[src/rtl/ascon_perm_iter_pkg.sv]
// Shared types, constants and helpers for the iterative Ascon permutation.
package ascon_perm_iter_pkg;

    localparam int NB_ROUNDS_A_DEF = 12;
    localparam int NB_ROUNDS_B_DEF = 6;
    localparam logic [3:0] LAST_ROUND = 4'd11;

    // Five 64-bit words x0..x4; element 0 is x0.
    typedef logic [0:4][63:0] type_state;

    typedef enum logic [1:0] {
        ST_IDLE = 2'd0,
        ST_RUN  = 2'd1,
        ST_DONE = 2'd2
    } type_fsm;

    function automatic logic [7:0] round_const(input logic [3:0] r);
        logic [7:0] c;
        case (r)
            4'd0:    c = 8'hf0;
            4'd1:    c = 8'he1;
            4'd2:    c = 8'hd2;
            4'd3:    c = 8'hc3;
            4'd4:    c = 8'hb4;
            4'd5:    c = 8'ha5;
            4'd6:    c = 8'h96;
            4'd7:    c = 8'h87;
            4'd8:    c = 8'h78;
            4'd9:    c = 8'h69;
            4'd10:   c = 8'h5a;
            4'd11:   c = 8'h4b;
            default: c = 8'h00;
        endcase
        return c;
    endfunction

    function automatic logic [63:0] rotr(input logic [63:0] v, input int unsigned n);
        return (v >> n) | (v << (32'd64 - n));
    endfunction

endpackage

[src/rtl/ascon_perm_iter_if.sv]
// Request/response bundle between the mode FSM and the permutation engine.
interface ascon_perm_iter_if;
    import ascon_perm_iter_pkg::*;

    logic       start_i;
    logic       mode_b_i;
    type_state  state_i;
    type_state  state_o;
    logic [3:0] round_o;
    logic       busy_o;
    logic       done_o;

    modport master (output start_i, mode_b_i, state_i,
                    input  state_o, round_o, busy_o, done_o);
    modport slave  (input  start_i, mode_b_i, state_i,
                    output state_o, round_o, busy_o, done_o);
endinterface

[src/rtl/ascon_pc.sv]
// Constant addition layer: XOR the round constant into x2.
module ascon_pc
    import ascon_perm_iter_pkg::*;
(
    input  type_state  src,
    input  logic [3:0] round,
    output type_state  res
);
    // Only the low byte of x2 receives the constant.
    always_comb begin
        res = src;
        res[2][7:0] = src[2][7:0] ^ round_const(round);
    end
endmodule

[src/rtl/ascon_pl.sv]
// Linear diffusion layer: per-word XOR of two rotations.
module ascon_pl
    import ascon_perm_iter_pkg::*;
(
    input  type_state src,
    output type_state res
);
    assign res[0] = src[0] ^ rotr(src[0], 19) ^ rotr(src[0], 28);
    assign res[1] = src[1] ^ rotr(src[1], 61) ^ rotr(src[1], 39);
    assign res[2] = src[2] ^ rotr(src[2], 1)  ^ rotr(src[2], 6);
    assign res[3] = src[3] ^ rotr(src[3], 10) ^ rotr(src[3], 17);
    assign res[4] = src[4] ^ rotr(src[4], 7)  ^ rotr(src[4], 41);
endmodule

[src/rtl/ascon_ps.sv]
// Substitution layer: bitsliced 5-bit Ascon S-box across all 64 columns.
module ascon_ps
    import ascon_perm_iter_pkg::*;
(
    input  type_state src,
    output type_state res
);
    logic [63:0] a0_s, a1_s, a2_s, a3_s, a4_s;
    logic [63:0] b0_s, b1_s, b2_s, b3_s, b4_s;

    assign a0_s = src[0] ^ src[4];
    assign a1_s = src[1];
    assign a2_s = src[2] ^ src[1];
    assign a3_s = src[3];
    assign a4_s = src[4] ^ src[3];

    assign b0_s = a0_s ^ (~a1_s & a2_s);
    assign b1_s = a1_s ^ (~a2_s & a3_s);
    assign b2_s = a2_s ^ (~a3_s & a4_s);
    assign b3_s = a3_s ^ (~a4_s & a0_s);
    assign b4_s = a4_s ^ (~a0_s & a1_s);

    assign res[0] = b0_s ^ b4_s;
    assign res[1] = b1_s ^ b0_s;
    assign res[2] = ~b2_s;
    assign res[3] = b3_s ^ b2_s;
    assign res[4] = b4_s;
endmodule

[src/rtl/ascon_round_cnt.sv]
// Round index counter: reloadable, advances while enabled, saturates at the last round.
module ascon_round_cnt
    import ascon_perm_iter_pkg::*;
(
    input  logic       clk,
    input  logic       rst,
    input  logic       load,
    input  logic [3:0] load_val,
    input  logic       en,
    output logic [3:0] cnt,
    output logic       last
);
    logic [3:0] cnt_r;

    // Counter register; reset outranks load, load outranks stepping.
    always_ff @(posedge clk) begin
        if (rst) begin
            cnt_r <= 4'd0;
        end else if (load) begin
            cnt_r <= load_val;
        end else if (en && (cnt_r != LAST_ROUND)) begin
            cnt_r <= cnt_r + 4'd1;
        end else begin
            cnt_r <= cnt_r;
        end
    end

    assign cnt  = cnt_r;
    assign last = (cnt_r == LAST_ROUND);
endmodule

[src/rtl/ascon_perm_iter.sv]
// Iterative Ascon permutation: one Pc->Ps->Pl round per clock over a registered 320-bit state.
module ascon_perm_iter
    import ascon_perm_iter_pkg::*;
#(
    parameter int NB_ROUNDS_A = NB_ROUNDS_A_DEF,
    parameter int NB_ROUNDS_B = NB_ROUNDS_B_DEF
) (
    input  logic               clock_i,
    input  logic               reset_i,
    ascon_perm_iter_if.slave   bus
);
    // Both variants end on round 11, so the start index is the round-count complement.
    localparam logic [3:0] START_A = 4'(12 - NB_ROUNDS_A);
    localparam logic [3:0] START_B = 4'(12 - NB_ROUNDS_B);

    type_fsm    fsm_r, fsm_s;
    type_state  state_r, pc_state_s, ps_state_s, pl_state_s;
    logic       load_s, run_s, last_s;
    logic [3:0] round_s, load_round_s;

    assign run_s        = (fsm_r == ST_RUN);
    assign load_round_s = bus.mode_b_i ? START_B : START_A;

    ascon_round_cnt u_cnt (
        .clk      (clock_i),
        .rst      (reset_i),
        .load     (load_s),
        .load_val (load_round_s),
        .en       (run_s),
        .cnt      (round_s),
        .last     (last_s)
    );

    ascon_pc u_pc (.src(state_r),    .round(round_s), .res(pc_state_s));
    ascon_ps u_ps (.src(pc_state_s), .res(ps_state_s));
    ascon_pl u_pl (.src(ps_state_s), .res(pl_state_s));

    // Next-state decode; start is honoured only from IDLE or DONE.
    always_comb begin
        fsm_s  = fsm_r;
        load_s = 1'b0;
        case (fsm_r)
            ST_IDLE: begin
                if (bus.start_i) begin
                    fsm_s  = ST_RUN;
                    load_s = 1'b1;
                end else begin
                    fsm_s = ST_IDLE;
                end
            end
            ST_RUN: begin
                if (last_s) fsm_s = ST_DONE;
                else        fsm_s = ST_RUN;
            end
            ST_DONE: begin
                if (bus.start_i) begin
                    fsm_s  = ST_RUN;
                    load_s = 1'b1;
                end else begin
                    fsm_s = ST_IDLE;
                end
            end
            default: begin
                fsm_s = ST_IDLE;
            end
        endcase
    end

    // FSM state register.
    always_ff @(posedge clock_i) begin
        if (reset_i) fsm_r <= ST_IDLE;
        else         fsm_r <= fsm_s;
    end

    // Permutation state: load on accepted start, one round per RUN cycle, hold otherwise.
    always_ff @(posedge clock_i) begin
        if (reset_i) begin
            state_r <= '0;
        end else if (load_s) begin
            state_r <= bus.state_i;
        end else if (run_s) begin
            state_r <= pl_state_s;
        end else begin
            state_r <= state_r;
        end
    end

    assign bus.state_o = state_r;
    assign bus.round_o = round_s;
    assign bus.busy_o  = (fsm_r == ST_RUN);
    assign bus.done_o  = (fsm_r == ST_DONE);
endmodule
[src/flat_wrapper.sv]
// flat-port wrapper written by rule: the top's interface ports become plain ports
module ascon_perm_iter_flat import ascon_perm_iter_pkg::*;
#(
    parameter int NB_ROUNDS_A = NB_ROUNDS_A_DEF,
    parameter int NB_ROUNDS_B = NB_ROUNDS_B_DEF
)
  (clock_i, reset_i, bus_start_i, bus_mode_b_i, bus_state_i, bus_state_o, bus_round_o, bus_busy_o, bus_done_o);
  ascon_perm_iter_if bus_i ();
  input  logic clock_i;
  input  logic reset_i;
  input wire logic [$bits(bus_i.start_i)-1:0] bus_start_i;
  input wire logic [$bits(bus_i.mode_b_i)-1:0] bus_mode_b_i;
  input wire logic [$bits(bus_i.state_i)-1:0] bus_state_i;
  output wire logic [$bits(bus_i.state_o)-1:0] bus_state_o;
  output wire logic [$bits(bus_i.round_o)-1:0] bus_round_o;
  output wire logic [$bits(bus_i.busy_o)-1:0] bus_busy_o;
  output wire logic [$bits(bus_i.done_o)-1:0] bus_done_o;
  assign bus_i.start_i = bus_start_i;
  assign bus_i.mode_b_i = bus_mode_b_i;
  assign bus_i.state_i = bus_state_i;
  assign bus_state_o = bus_i.state_o;
  assign bus_round_o = bus_i.round_o;
  assign bus_busy_o = bus_i.busy_o;
  assign bus_done_o = bus_i.done_o;
  ascon_perm_iter #(.NB_ROUNDS_A(NB_ROUNDS_A), .NB_ROUNDS_B(NB_ROUNDS_B)) u_core (.clock_i(clock_i), .reset_i(reset_i), .bus(bus_i));
endmodule
[config.mk]
export PLATFORM = sky130hd
export DESIGN_NAME = ascon_perm_iter_flat
export DESIGN_NICKNAME = d
export VERILOG_FILES = /design/src/rtl/ascon_perm_iter_pkg.sv /design/src/rtl/ascon_perm_iter_if.sv /design/src/rtl/ascon_pc.sv /design/src/rtl/ascon_pl.sv /design/src/rtl/ascon_ps.sv /design/src/rtl/ascon_round_cnt.sv /design/src/rtl/ascon_perm_iter.sv /design/src/flat_wrapper.sv
export SDC_FILE = /design/constraint.sdc
export NUM_CORES = 2
export LEC_CHECK = 0
export CAP_MARGIN = 20
export CORE_UTILIZATION = 30
export DETAILED_ROUTE_END_ITERATION = 8
export PLACE_DENSITY = 0.5
export SLEW_MARGIN = 20
export SYNTH_ARGS = -nofsm -noshare
export SYNTH_HDL_FRONTEND = slang
export SYNTH_SLANG_ARGS = --single-unit
export TNS_END_PERCENT = 100
[constraint.sdc]
create_clock -name clock_i -period 2.2 [get_ports clock_i]
set_clock_uncertainty 0.2 [all_clocks]
set_input_delay 0.44 -clock clock_i [delete_from_list [all_inputs] [get_ports clock_i]]
set_output_delay 0.44 -clock clock_i [all_outputs]
set_load 0.1 [all_outputs]
# Word level (Yosys, flattened, before mapping)
# Memories as Yosys holds them, arrays and structs flattened. A register that Yosys moved wholly into a read port is not among the register bits.
# Cells that the tools add are included.
[totals]
romBits = 128
elab_cells = 73
n_memories = 1
register_bits = 326
out_inout_bits = 326
[memory_table]
columns = ["name", "words", "width", "rd", "rd_clocked_by_memory_dff", "wr", "line", "rtl"]
rows = [
  ["(no name shown)", 16, 8, 1, 1, 0, "ascon_perm_iter_pkg.sv:19", "case (r)"],
]
[classes]
n_addsub = 1
reduce_logical = 5
bitwise = 43
eq_ne = 4
mux = 12
[ops]
columns = ["cell", "n"]
rows = [
  ["64-bit bitwise XOR", 21],
  ["320-bit two-way mux", 2],
  ["64-bit NOT", 6],
  ["64-bit bitwise AND", 5],
  ["23-bit by 64-bit OR with 64-bit output", 1],
  ["25-bit by 64-bit OR with 64-bit output", 1],
  ["3-bit by 64-bit OR with 64-bit output", 1],
  ["36-bit by 64-bit OR with 64-bit output", 1],
  ["45-bit by 64-bit OR with 64-bit output", 1],
  ["47-bit by 64-bit OR with 64-bit output", 1],
  ["54-bit by 64-bit OR with 64-bit output", 1],
  ["57-bit by 64-bit OR with 64-bit output", 1],
  ["58-bit by 64-bit OR with 64-bit output", 1],
  ["63-bit by 64-bit OR with 64-bit output", 1],
  ["4-bit two-way mux", 4],
  ["8-bit bitwise XOR", 1],
  ["4-bit by 1-bit adder with 4-bit output (second input constant)", 1],
  ["4-bit equality test (second input constant)", 1],
  ["4-bit != test (second input constant)", 1],
  ["2-bit case mux with 2 select lines", 1],
  ["2-bit nonzero test", 2],
  ["1-bit two-way mux", 3],
  ["3-bit two-way mux", 1],
  ["2-bit by 1-bit equality test with 1-bit output (second input constant)", 1],
  ["5 further kinds", 5],
]

# Longest topological paths before layout
[depth]
word_depth = 11
mapped_depth = 9
ltp_nobuf = 8

# Cells and area by module
# A second synthesis with hierarchy kept.
[hier_totals]
hier_cells = 3551
hier_area_um2 = 32857.8
[by_module_without_submodules]
columns = ["module", "cells_each", "instances", "area_per_inst_um2"]
rows = [
  ["ascon_perm_iter", 1789, 1, 13934.6],
  ["ascon_ps", 1090, 1, 8565.7],
  ["ascon_pl", 320, 1, 7678.6],
  ["ascon_pc", 326, 1, 2453.6],
  ["ascon_round_cnt", 26, 1, 225.2],
]

# Worst setup path after synthesis
# No wires, ideal clock.
[synth_path]
path_type = "reg-to-reg"
start = "register u_core.state_r, in the netlist u_core.bus.state_o[197]"
end = "register u_core.state_r, in the netlist u_core.bus.state_o[69]"
arrival_time_ps = 2622
setup_slack_ps = -726
t_required_ps = 1897
path_stages_with_launch = 8
setup_ps = 103
path_cell_list = "dfxtp_1 inv_1 ha_1 xor2_2 xnor2_1 xnor2_1 xnor2_1 a2111oi_2"
[synth_via]
elab_chain_len = 7
[synth_rtl]
columns = ["item", "line", "rtl"]
rows = [
  ["start, declared", "ascon_perm_iter.sv:17", "type_state state_r, pc_state_s, ps_state_s, pl_state_s;"],
  ["start signal, assigned", "ascon_perm_iter.sv:80", "state_r <= bus.state_i;"],
  ["start signal, assigned", "ascon_perm_iter.sv:82", "state_r <= pl_state_s;"],
  ["start signal, assigned", "ascon_perm_iter.sv:84", "state_r <= state_r;"],
  ["64-bit bitwise XOR", "ascon_ps.sv:13", "assign a2_s = src[2] ^ src[1];"],
  ["64-bit bitwise XOR", "ascon_ps.sv:19", "assign b2_s = a2_s ^ (~a3_s & a4_s);"],
  ["64-bit bitwise XOR", "ascon_ps.sv:26", "assign res[3] = b3_s ^ b2_s;"],
  ["64-bit bitwise XOR (2 in series)", "ascon_pl.sv:11", "assign res[3] = src[3] ^ rotr(src[3], 10) ^ rotr(src[3], 17);"],
  ["320-bit two-way mux", "ascon_perm_iter.sv:81", "end else if (run_s) begin"],
  ["320-bit two-way mux", "ascon_perm_iter.sv:79", "end else if (load_s) begin"],
]
# Every way passes these cells. The select of a mux whose other input is x is not followed.
# A chain may end at the register's enable or synchronous reset.

# Worst setup path after layout
[layout_path]
start = "register u_core.state_r, in the netlist u_core.bus.state_o[100]"
end = "register u_core.state_r, in the netlist u_core.bus.state_o[231]"
[layout_via]
elab_chain_len = 8
[layout_rtl]
columns = ["item", "line", "rtl"]
rows = [
  ["64-bit bitwise AND", "ascon_ps.sv:18", "assign b1_s = a1_s ^ (~a2_s & a3_s);"],
  ["64-bit bitwise XOR", "ascon_ps.sv:18", ""],
  ["64-bit bitwise XOR", "ascon_ps.sv:24", "assign res[1] = b1_s ^ b0_s;"],
  ["3-bit by 64-bit OR with 64-bit output", "ascon_perm_iter_pkg.sv:38", "return (v >> n) | (v << (32'd64 - n));"],
  ["64-bit bitwise XOR (2 in series)", "ascon_pl.sv:9", "assign res[1] = src[1] ^ rotr(src[1], 61) ^ rotr(src[1], 39);"],
  ["320-bit two-way mux", "ascon_perm_iter.sv:81", ""],
  ["320-bit two-way mux", "ascon_perm_iter.sv:79", ""],
]
# Every way passes these cells. The select of a mux whose other input is x is not followed.

==> qor.yml <==
global_routing:
  grt_pass1_vias: 32000
  grt_max_degree: 75
  grt_usage_pct: 37.5
  grt_pass1_wl_mm: 248
  antenna_found_initial: 3
  overflow: 0
cells_and_area:
  final_util_pct: 63.7
  final_layout_size_suffix_gt1_share_pct: 54.1
  nets: 5457
  syn_to_final_growth_pct: 109
  multiInputGateArea_um2: 26700
  nFillCells: 7413
  seq_area_um2: 7760
  final_area_um2: 58600
sta:
  min_period_ps: 2390
  maxSlewViolCount: 0
  final-setup-viol-count: 38
  setup_tns_ps: -2190
  relSlewSlack_pct: 64.5
  fmax_mhz: 418
  finalHoldViolations: 0
  layout_setup_ws_ps: -190
  worst_pin_slew_ps: 529
  fin_crit_sh_pct: 109
  grt_setup_unrepaired: "true"
worst_setup_path:
  r2r_slack_ps: -190
  crit_path_end: "u_core.bus.state_o[231]$_SDFFE_PP0P_"
  path_max_fanout: 4
  start_kind: "flop"
  cp_top_family: "buffers and inverters"
  critPathLaunch: "u_core.bus.state_o[100]$_SDFFE_PP0P_"
  r2r_end: "u_core.bus.state_o[231]$_SDFFE_PP0P_"
  r2r_start: "u_core.bus.state_o[100]$_SDFFE_PP0P_"
  worst-setup-path-type: "reg -> reg"
  crit_buf_inv: 4
  cp.depth: 9
  arrival_ps: 2670
  slowest_stage: "dfxtp_4"
  endpoint_kind: "flop"
  worstPathRequired_ps: 2480
  crit_top_cell: "buf_4"
  crit_path_max_incr_delay_ps: 350
  path_cells: "clkinvlp_4 -> buf_4 -> buf_6 -> mux2i_4 -> xnor2_2 -> xnor2_1 -> buf_4 -> nor2_1 -> a2111oi_1"
  worstRegToRegCells: 9
flow_run:
  maxCapViolations: 0
floorplan:
  die_width_um: 308
  core_area_um2: 92100
  initial_core_util_pct: 30.5
  num_rows: 111
  ios: 650
  dieHeight_um: 308
  fp.dieArea_um2: 94700
hold_path:
  hold_class: "in -> reg"
  hold_depth: 3
clocking:
  cts_tree: "done"
  numCtsBuffers: 46
  cts.sinks: 334
  clock_path_buffers: 3
  clk_latency_ps: 610
  clk_pin_slew_ps: 60
  root_buffer: "clkbuf_16"
  htreeDepth: 2
detailed_routing:
  wl_per_cell_um: 29.5
  drt-pass1-iter-count: 7
  drc_errors: 0
  drt_iter0_drc: 3299
  ant_nets: 0
  num_vias: 32600
  vias_per_cell: 5.19
  wirelength_mm: 185
outcome:
  outcome: "finished, violations left"
  violations: "negative setup slack"
synth:
  async_reset_ff_share_pct: 0
  ys_warn_count: 0
  ys_seq_area_share_pct: 23.8
  syn_area_um2: 28000
  synth_nets: 3724
  yosys_register_bits: 334
  ys.flop_type: "dfxtp_1"
  synthCells: 3271
  synth_edf_count: 0
  syn_avg_cell_area_um2: 8.57
  synth_cell_types: 41
place:
  dpl_cell_area_um2: 50000
  dp_hpwl_mm: 152
  post-place-ws_ps: -443
  io_buffers: 649
  place.gp.congestion: 1.01
[state kept, by name, indices dropped and copies added (netlist names), named ones only]
name / cells
u_core.u_cnt.cnt: 4
u_core.bus.state_o: 320
u_core.fsm_r: 2
[cell type report]
cell class                 count  share of cell area, %
timing repair buffer        1852                   34.5
sequential                   334                   13.2
multi-input combinational   2575                   45.6
clock buffer                  65                   2.33
inverter                     195                   1.30
antenna                        1                0.00427
tap                         1243                   2.65
clock inverter                20                  0.337
[logic make-up after synthesis]
kind of cell,synth area share [%]
xor gates and xnor gates,36.9
and+or+nand+nor,8.71
AOI/OAI and AO/OA,15.1
buffers and inverters,4.88
DFF,23.8
adders and majority gates,8.04
muxes,2.50
[layout by cell type (no fill, tap or decap), types with 50 or more instances in the layout]
cell             netlist  final
buf_4                  0   1044
dfxtp_4                0    263
ha_4                   0     63
clkdlybuf4s50_1        0    322
dfxtp_2                0     69
nand2_1              324    319
nor2_1               237    233
xnor2_1              850    462
xnor2_4                0    115
buf_6                  0     66
xor2_1               209    112
mux2i_1               70     51
xor2_2                 3     68
o22ai_1               80     76
maj3_1                64     54
a211oi_1             218    173
buf_12                 0    409
clkbuf_16              0     51
xnor2_2               50    323
inv_1                194    168
ha_1                 129     50
a22oi_1               96     96
[routing by layer]
layer	track usage [%]	up-vias	share of wire, %
met5	0	-	0.010
met4	16.7	2	5.5
met3	6.92	347	8.0
met2	61.7	1614	47
met1	47.6	16200	40
li1	-	14500	-
[cell usage after synthesis (5+ instances only)]
cell type,number,area [um^2]
a2111oi_0,8,70.1
a2111oi_2,8,120
a211oi_1,218,1640
a21oi_1,45,225
a221oi_1,9,78.8
a22oi_1,96,721
a311oi_1,51,447
a31o_2,23,201
a31oi_1,8,50.1
and3_1,16,100
buf_1,29,109
buf_2,8,40.0
clkbuf_1,130,488
dfxtp_1,334,6690
ha_1,129,1610
inv_1,194,728
maj3_1,64,641
mux2i_1,70,701
nand2_1,324,1220
nand2b_1,5,31.3
nand3b_1,5,37.5
nor2_1,237,890
nor2b_1,7,43.8
nor3_1,8,40.0
o211ai_1,5,37.5
o21a_1,8,60.1
o21ai_0,14,70.1
o22ai_1,80,500
or3_1,6,37.5
xnor2_1,850,7440
xnor2_2,50,813
xnor3_1,9,203
xor2_1,209,1830
[stage by stage]
stage | cells | hold WS, ps
3_3_place_gp | 6108 | 322
2_1_floorplan | 3271 | 388
5_1_grt | 6285 | 209
3_5_place_dp | 6108 | 324
4_1_cts | 6235 | 181
6_report | 6285 | 197
[worst min-delay path by stage]
stage / startpoint / to
floorplan: bus_state_i[131] / u_core.bus.state_o[131]$_SDFFE_PP0P_
global placement: u_core.bus.state_o[141]$_SDFFE_PP0P_ / u_core.bus.state_o[141]$_SDFFE_PP0P_
detailed placement: u_core.bus.state_o[169]$_SDFFE_PP0P_ / u_core.bus.state_o[169]$_SDFFE_PP0P_
CTS: bus_state_i[135] / u_core.bus.state_o[135]$_SDFFE_PP0P_
global route: bus_state_i[133] / u_core.bus.state_o[133]$_SDFFE_PP0P_
finish: bus_state_i[135] / u_core.bus.state_o[135]$_SDFFE_PP0P_
[repair_timing]
item | in CTS | in global routing
endpoints found under the hold margin | 15 | 0
resized for setup | 344 | 522
pin swaps | 152 | 277
hold buffers | 1 | 0
setup buffers | 55 | 68
endpoints found under the setup margin | 175 | 230
gates cloned | 0 | 1
[worst reg2reg max path, cell delays in order, from the launching register on]
cell and delay, ps:
dfxtp_4 350, clkinvlp_4 200, buf_4 210, buf_6 120
mux2i_4 190, xnor2_2 260, xnor2_1 160, buf_4 180
nor2_1 60, a2111oi_1 340
Power is left out: the tool's default activity adds up to more than one toggle a clock period on the data nets, which glitch-free logic cannot reach.
